--- src/rtl/mxgen_pkg.sv ---
// Shared types and constants for the mxtest_gen packet source.
// Includes the payload modes, the FSM states, the framing bytes and the PRBS-8 polynomial.
package mxgen_pkg;

  typedef enum logic [1:0] {
    MX_ROM  = 2'd0,
    MX_PRBS = 2'd1,
    MX_CNT  = 2'd2,
    MX_RSVD = 2'd3
  } mx_mode_t;

  typedef enum logic [2:0] {
    ST_IDLE,
    ST_LOAD,
    ST_SEND,
    ST_WAIT_ACK,
    ST_WAIT_RDY,
    ST_GAP,
    ST_HOLD
  } mx_state_t;

  localparam logic [7:0] MX_PRE       = 8'h55;
  localparam logic [7:0] MX_SFD       = 8'hD0;
  // x^8+x^6+x^5+x^4+1 -> feedback from bits 7,5,4,3
  localparam logic [7:0] MX_PRBS_TAPS = 8'hB8;

  function automatic logic [7:0] lfsr_step(input logic [7:0] s);
    return {s[6:0], ^(s & MX_PRBS_TAPS)};
  endfunction

endpackage

--- src/rtl/mxgen_lfsr.sv ---
// 8-bit Fibonacci PRBS-8 generator, shifting left.
// It has a synchronous reseed input and a separate step input.
module mxgen_lfsr
  import mxgen_pkg::*;
#(
  parameter logic [7:0] SEED = 8'hFF
) (
  input  logic       clk,
  input  logic       reset_n,
  input  logic       load,
  input  logic       adv,
  output logic [7:0] value
);

  // NOTE: state registers use non-blocking assignments so every flop samples pre-edge values.
  always_ff @(posedge clk or negedge reset_n) begin
    if (!reset_n) begin
      value <= SEED;
    end else if (load) begin
      value <= SEED;
    end else if (adv) begin
      value <= lfsr_step(value);
    end
  end

endmodule

--- src/rtl/mxtest_gen.sv ---
// Packet source for the Manchester TX/RX loop: preamble, SFD, then ROM/PRBS/counter payload.
// Bytes are handed over one at a time using the transmitter's ready/send handshake.
module mxtest_gen
  import mxgen_pkg::*;
#(
  parameter int         W_LEN      = 6,
  parameter int         PRE_BYTES  = 2,
  parameter int         ROM_DEPTH  = 64,
  parameter int         GAP_CYCLES = 1000,
  parameter logic [7:0] LFSR_SEED  = 8'hFF
) (
  input  logic             clk,
  input  logic             reset_n,
  input  logic             run,
  input  logic [1:0]       mode,
  input  logic [W_LEN-1:0] length,
  input  logic             rpt,
  input  logic             ready,
  output logic             send,
  output logic [7:0]       data,
  output logic             busy,
  output logic             done,
  output logic [15:0]      pkt_count
);

  localparam int               GAP_W    = $clog2(GAP_CYCLES + 1);
  localparam logic [GAP_W-1:0] GAP_LAST = GAP_W'(GAP_CYCLES - 1);
  localparam logic [W_LEN-1:0] PRE_IDX  = W_LEN'(PRE_BYTES);

  mx_state_t        state, state_nxt;
  mx_mode_t         mode_q;
  logic [W_LEN-1:0] idx, len;
  logic [W_LEN:0]   idx_inc;
  logic [GAP_W-1:0] gap_cnt;
  logic [7:0]       lfsr_q, byte_nxt;
  logic             is_payload;
  logic             lfsr_load, lfsr_adv, fire, load_pkt, step_idx, pkt_end, gap_tick;

  // Payload ROM, indexed by byte position within the packet.
  function automatic logic [7:0] rom_byte(input logic [W_LEN-1:0] a);
    logic [7:0] b;
    case (int'(a))
      0:  b = 8'h4D;  1:  b = 8'h41;  2:  b = 8'h4E;  3:  b = 8'h43;
      4:  b = 8'h48;  5:  b = 8'h45;  6:  b = 8'h53;  7:  b = 8'h54;
      8:  b = 8'h45;  9:  b = 8'h52;  10: b = 8'h20;  11: b = 8'h54;
      12: b = 8'h45;  13: b = 8'h53;  14: b = 8'h54;  15: b = 8'h21;
      default: b = 8'hA0 ^ 8'(a);
    endcase
    if (int'(a) >= ROM_DEPTH) b = 8'h00;
    return b;
  endfunction

  mxgen_lfsr #(.SEED(LFSR_SEED)) u_lfsr (
    .clk     (clk),
    .reset_n (reset_n),
    .load    (lfsr_load),
    .adv     (lfsr_adv),
    .value   (lfsr_q)
  );

  assign idx_inc = {1'b0, idx} + (W_LEN + 1)'(1);

  always_comb begin
    is_payload = (idx > PRE_IDX);
    if (idx < PRE_IDX) begin
      byte_nxt = MX_PRE;
    end else if (idx == PRE_IDX) begin
      byte_nxt = MX_SFD;
    end else begin
      case (mode_q)
        MX_PRBS: byte_nxt = lfsr_q;
        MX_CNT:  byte_nxt = 8'(idx);
        default: byte_nxt = rom_byte(idx);
      endcase
    end
  end

  always_ff @(posedge clk or negedge reset_n) begin
    if (!reset_n) state <= ST_IDLE;
    else          state <= state_nxt;
  end

  always_comb begin
    // NOTE: every output of this block gets a default first so no path can infer a latch.
    state_nxt = state;
    lfsr_load = 1'b0;
    lfsr_adv  = 1'b0;
    fire      = 1'b0;
    load_pkt  = 1'b0;
    step_idx  = 1'b0;
    pkt_end   = 1'b0;
    gap_tick  = 1'b0;
    case (state)
      ST_IDLE: if (run) begin
        lfsr_load = 1'b1;
        state_nxt = ST_LOAD;
      end
      ST_LOAD: begin
        load_pkt = 1'b1;
        if (length == '0) begin
          pkt_end   = 1'b1;
          state_nxt = ST_HOLD;
        end else begin
          state_nxt = ST_SEND;
        end
      end
      ST_SEND: if (ready) begin
        fire      = 1'b1;
        lfsr_adv  = is_payload && (mode_q == MX_PRBS);
        state_nxt = ST_WAIT_ACK;
      end
      ST_WAIT_ACK: if (!ready) state_nxt = ST_WAIT_RDY;
      ST_WAIT_RDY: if (ready) begin
        step_idx = 1'b1;
        if (idx_inc < {1'b0, len}) begin
          state_nxt = ST_SEND;
        end else begin
          pkt_end   = 1'b1;
          state_nxt = (rpt && run) ? ST_GAP : ST_HOLD;
        end
      end
      // The PRBS keeps running across repeated packets, so no reseed on the way back to LOAD.
      ST_GAP: begin
        if (!run)                    state_nxt = ST_IDLE;
        else if (gap_cnt == GAP_LAST) state_nxt = ST_LOAD;
        else                         gap_tick  = 1'b1;
      end
      ST_HOLD: if (!run) state_nxt = ST_IDLE;
      default: state_nxt = ST_IDLE;
    endcase
  end

  always_ff @(posedge clk or negedge reset_n) begin
    if (!reset_n) begin
      send      <= 1'b0;
      data      <= 8'h00;
      busy      <= 1'b0;
      done      <= 1'b0;
      pkt_count <= 16'h0000;
      idx       <= '0;
      len       <= '0;
      mode_q    <= MX_ROM;
      gap_cnt   <= '0;
    end else begin
      send <= fire;
      done <= pkt_end;
      busy <= !(state_nxt inside {ST_IDLE, ST_HOLD});
      if (fire)    data      <= byte_nxt;
      if (pkt_end) pkt_count <= pkt_count + 16'd1;
      if (load_pkt) begin
        len    <= length;
        idx    <= '0;
        mode_q <= mx_mode_t'(mode);
      end else if (step_idx) begin
        idx <= idx_inc[W_LEN-1:0];
      end
      if (state != ST_GAP) gap_cnt <= '0;
      else if (gap_tick)   gap_cnt <= gap_cnt + GAP_W'(1);
    end
  end

endmodule
--- config.mk ---
export PLATFORM = sky130hd
export DESIGN_NAME = mxtest_gen
export DESIGN_NICKNAME = d
export VERILOG_FILES = /design/src/rtl/mxgen_pkg.sv /design/src/rtl/mxgen_lfsr.sv /design/src/rtl/mxtest_gen.sv
export SDC_FILE = /design/constraint.sdc
export NUM_CORES = 1
export LEC_CHECK = 0
export CORE_MARGIN = 2
export CORE_UTILIZATION = 30
export DETAILED_ROUTE_END_ITERATION = 7
export GPL_TIMING_DRIVEN = 1
export SLEW_MARGIN = 0
export SYNTH_ARGS = -nofsm -noshare
export SYNTH_HDL_FRONTEND = slang
export SYNTH_SLANG_ARGS = --single-unit
--- constraint.sdc ---
create_clock -name clk -period 6 [get_ports clk]
set_clock_uncertainty 0.05 [all_clocks]
set_input_delay 0.6 -clock clk [delete_from_list [all_inputs] [get_ports clk]]
set_output_delay 0.6 -clock clk [all_outputs]
set_load 0.005 [all_outputs]
==> results.md <==
* Run status: completed
* Nets at between 400 and 500
* Vias in the first global route at 2,802
* Core Rows at 39
* Clk slew on worst S/H paths at roughly 50 ps
* Buffer count from post-CTS setup fixing at 0
* IR drop worst, VDD at ~0.20 mV
* Die area at between 0.01 and 0.015 sq mm
* Num CTS Buffers at 9
* Ant. Diodes at 0
* I/O Pins at 40
* Synthesis Warnings at 0
* H-Tree Level Count at 3
* Area after DPL at slightly below 0.004 sq mm
* CTS max path bufs at 2
* Total Routing Usage GR at around 13%
* Wire per inst at 14.1 microns
* Synth-to-Final Area Change at 21.8%
* Fraction of final layout cells with drive strength greater than 1 at a little over 9%
* Most frequent cells in the layout: dfrtp_1 (54), nand2_1 (45), clkdlybuf4s50_1 (38), nand3_1 (28), nor2_1 (22)
* RSZ-0062 raised after global routing: no
* DR vias at about 2,700
* DR vias/cell at just over 5
* Post-synth top flop: dfrtp_1
* Clk sinks at slightly above 60
* First-pass GRT wire length at ~13,000 microns
* Netlist cell types at between 60 and 70
* Core Region at between 0.01 and 0.015 sq mm
* Synth Net Count at between 300 and 400
* Worst path required time at ~6200 ps
* Async S/R FF share, synth at 100%
* Kind of end point of the critical path: flip-flop
* FF/Latch Area at about 0.0016 sq mm
* Slew margin rel. at a little under half
* Skew-Pair Late Insertion Delay at around 320 ps
* Area taken by multi-input logic gates at between 0.0015 and 0.002 sq mm
* Final Core Density at 37.2%
* Pwr Density at 366 mW/mm^2
* Port-buffer cells at 39
* Wirelength, routed at 7640 microns
* CTS tree: yes
* EDFF count, synth at 0
* Initial Util at a little under a third
* Commonest non-fill, non-tap cell in the layout: dfrtp_1
* Final Hold Violating Endpoints at 0
* DP HPWL at approximately 5300 microns
* First-iteration detailed-routing DRC count at roughly 110
* Final min period at about 2900 ps
* Die width at between 100 and 150 microns
* Hold Buf Count CTS at 0
* Pins Over Slew Limit at 0
* Cells after Synth at between 300 and 400
* Worst hold path type: input pin to asynchronous set/reset pin
* Largest net degree at the start of global routing at 63
* Fmax achieved at 0.341 GHz
* DRT Pass-1 Iters at 4
* Post-cts gate resize count at 0
* Filler instances at roughly 1,100
* Routability cong. at just over 0.8
* Post-route ant nets at 0
* Initial antenna violation count at 0
* Least-Margin Pin Slew at 791 ps
* Placed cells at ~530
* Yosys reg bits at 62
* Critical path class: flip-flop to flip-flop
* Maxcap violations at 0
* Post-Syn Area at about 0.0035 sq mm
* Worst Path Max Fanout at 14
* Static Leak at 1.83 nW
* CTS root buf: clkbuf_16
* Fin cells at 541
* Final setup viols at 0
* GRT overflow at 0
* Die height at roughly 110 microns
* Cell area after layout at between 0.004 and 0.005 sq mm
* Syn avg cell area at 9.59 sq um
* Seq/Total Area, Yosys at between 40 and 50%
* # DRC at 0
* Fin crit share at between 40% and 50%
* CP Launch Type: flip-flop
* Setup TNS Final at 0 ps
* Worst Path Arrival at 3120 ps
## metrics by stage
step	setup WS (ps)	hold slack (ps)	total power, mW
global route	2850	459	1.65
global placement	3070	410	1.02
detailed placement	2990	411	1.03
floorplan	3420	254	0.905
CTS	3050	421	1.56
finish	3070	396	1.55
## area by class of cell
class | count | share of cell area, %
multi-input combinational | 264 | 41.1
inverter | 16 | 1.42
tap | 143 | 4.23
sequential | 62 | 36.9
timing repair buffer | 40 | 9.28
clock buffer | 9 | 5.32
clock inverter | 7 | 1.74
## sequential cells by signal, indices dropped and copies added (netlist names)
signal,flops
done,1
mode_q,2
gap_cnt,10
send,1
busy,1
u_lfsr.value,8
state,3
len,6
pkt_count,16
idx,6
data,8
## layer usage
layer  vias up  share of wire [%]  wire (microns)  GRT usage, %
met5         -                  0               0             0
li1       1355                  -               -             -
met3         8                3.5             267          2.67
met4         0                1.0              78          4.53
met2        45                 48            3670          21.3
met1      1332                 47            3620          16.6
## report_power, final
part	total, mW	switching, mW	leakage, nW	internal, mW
Sequential	0.553	0.0599	0.793	0.493
Clock	0.520	0.198	0.146	0.323
Combinational	0.477	0.270	0.895	0.207
## worst max-delay path, stage by stage, from the launching register on
cell	delay (ps)
dfrtp_1	490
ha_1	440
nand3_4	150
xnor2_1	170
ha_1	300
nand3_1	90
o221a_4	250
o21a_4	290
nor4b_1	420
xor2_1	190
## Yosys cell counts (6+ instances only)
library cell | instances | area, sq um
a21oi_1 | 9 | 45.0
and3_1 | 6 | 37.5
clkbuf_1 | 10 | 37.5
dfrtp_1 | 54 | 1350
dfstp_2 | 8 | 210
ha_1 | 13 | 163
inv_1 | 16 | 60.1
nand2_1 | 45 | 169
nand3_1 | 28 | 140
nand3b_1 | 6 | 45.0
nand4_1 | 6 | 37.5
nor2_1 | 22 | 82.6
nor3_1 | 7 | 35.0
o21ai_0 | 20 | 100
xnor2_1 | 11 | 96.3
xor2_1 | 19 | 166
## worst paths after layout
kind                               start  slack (ps)  cells past startpoint       endpoint
min                              reset_n         400                      2     gap_cnt[3]
min reg2reg                pkt_count[15]         420                      1  pkt_count[15]
min in group clk           pkt_count[15]         420                      1  pkt_count[15]
max reg2reg                       idx[1]        3070                      9  pkt_count[15]
max                               idx[1]        3070                      9  pkt_count[15]
max in group asynchronous        reset_n        4990                      2  pkt_count[15]
## logic make-up (layout without fill, tap and decap cells)
family,count (synthesis),count (layout),share of synthesized area [%]
and+or+nand+nor,148,148,22.3
buffers and inverters,36,72,4.97
DFF,62,62,45.0
muxes,3,3,0.901
adders and majority gates,13,13,4.68
AOI/OAI and AO/OA,70,70,14.7
xor gates and xnor gates,30,30,7.56
No activity file was read; power rests on OpenSTA's default activity.
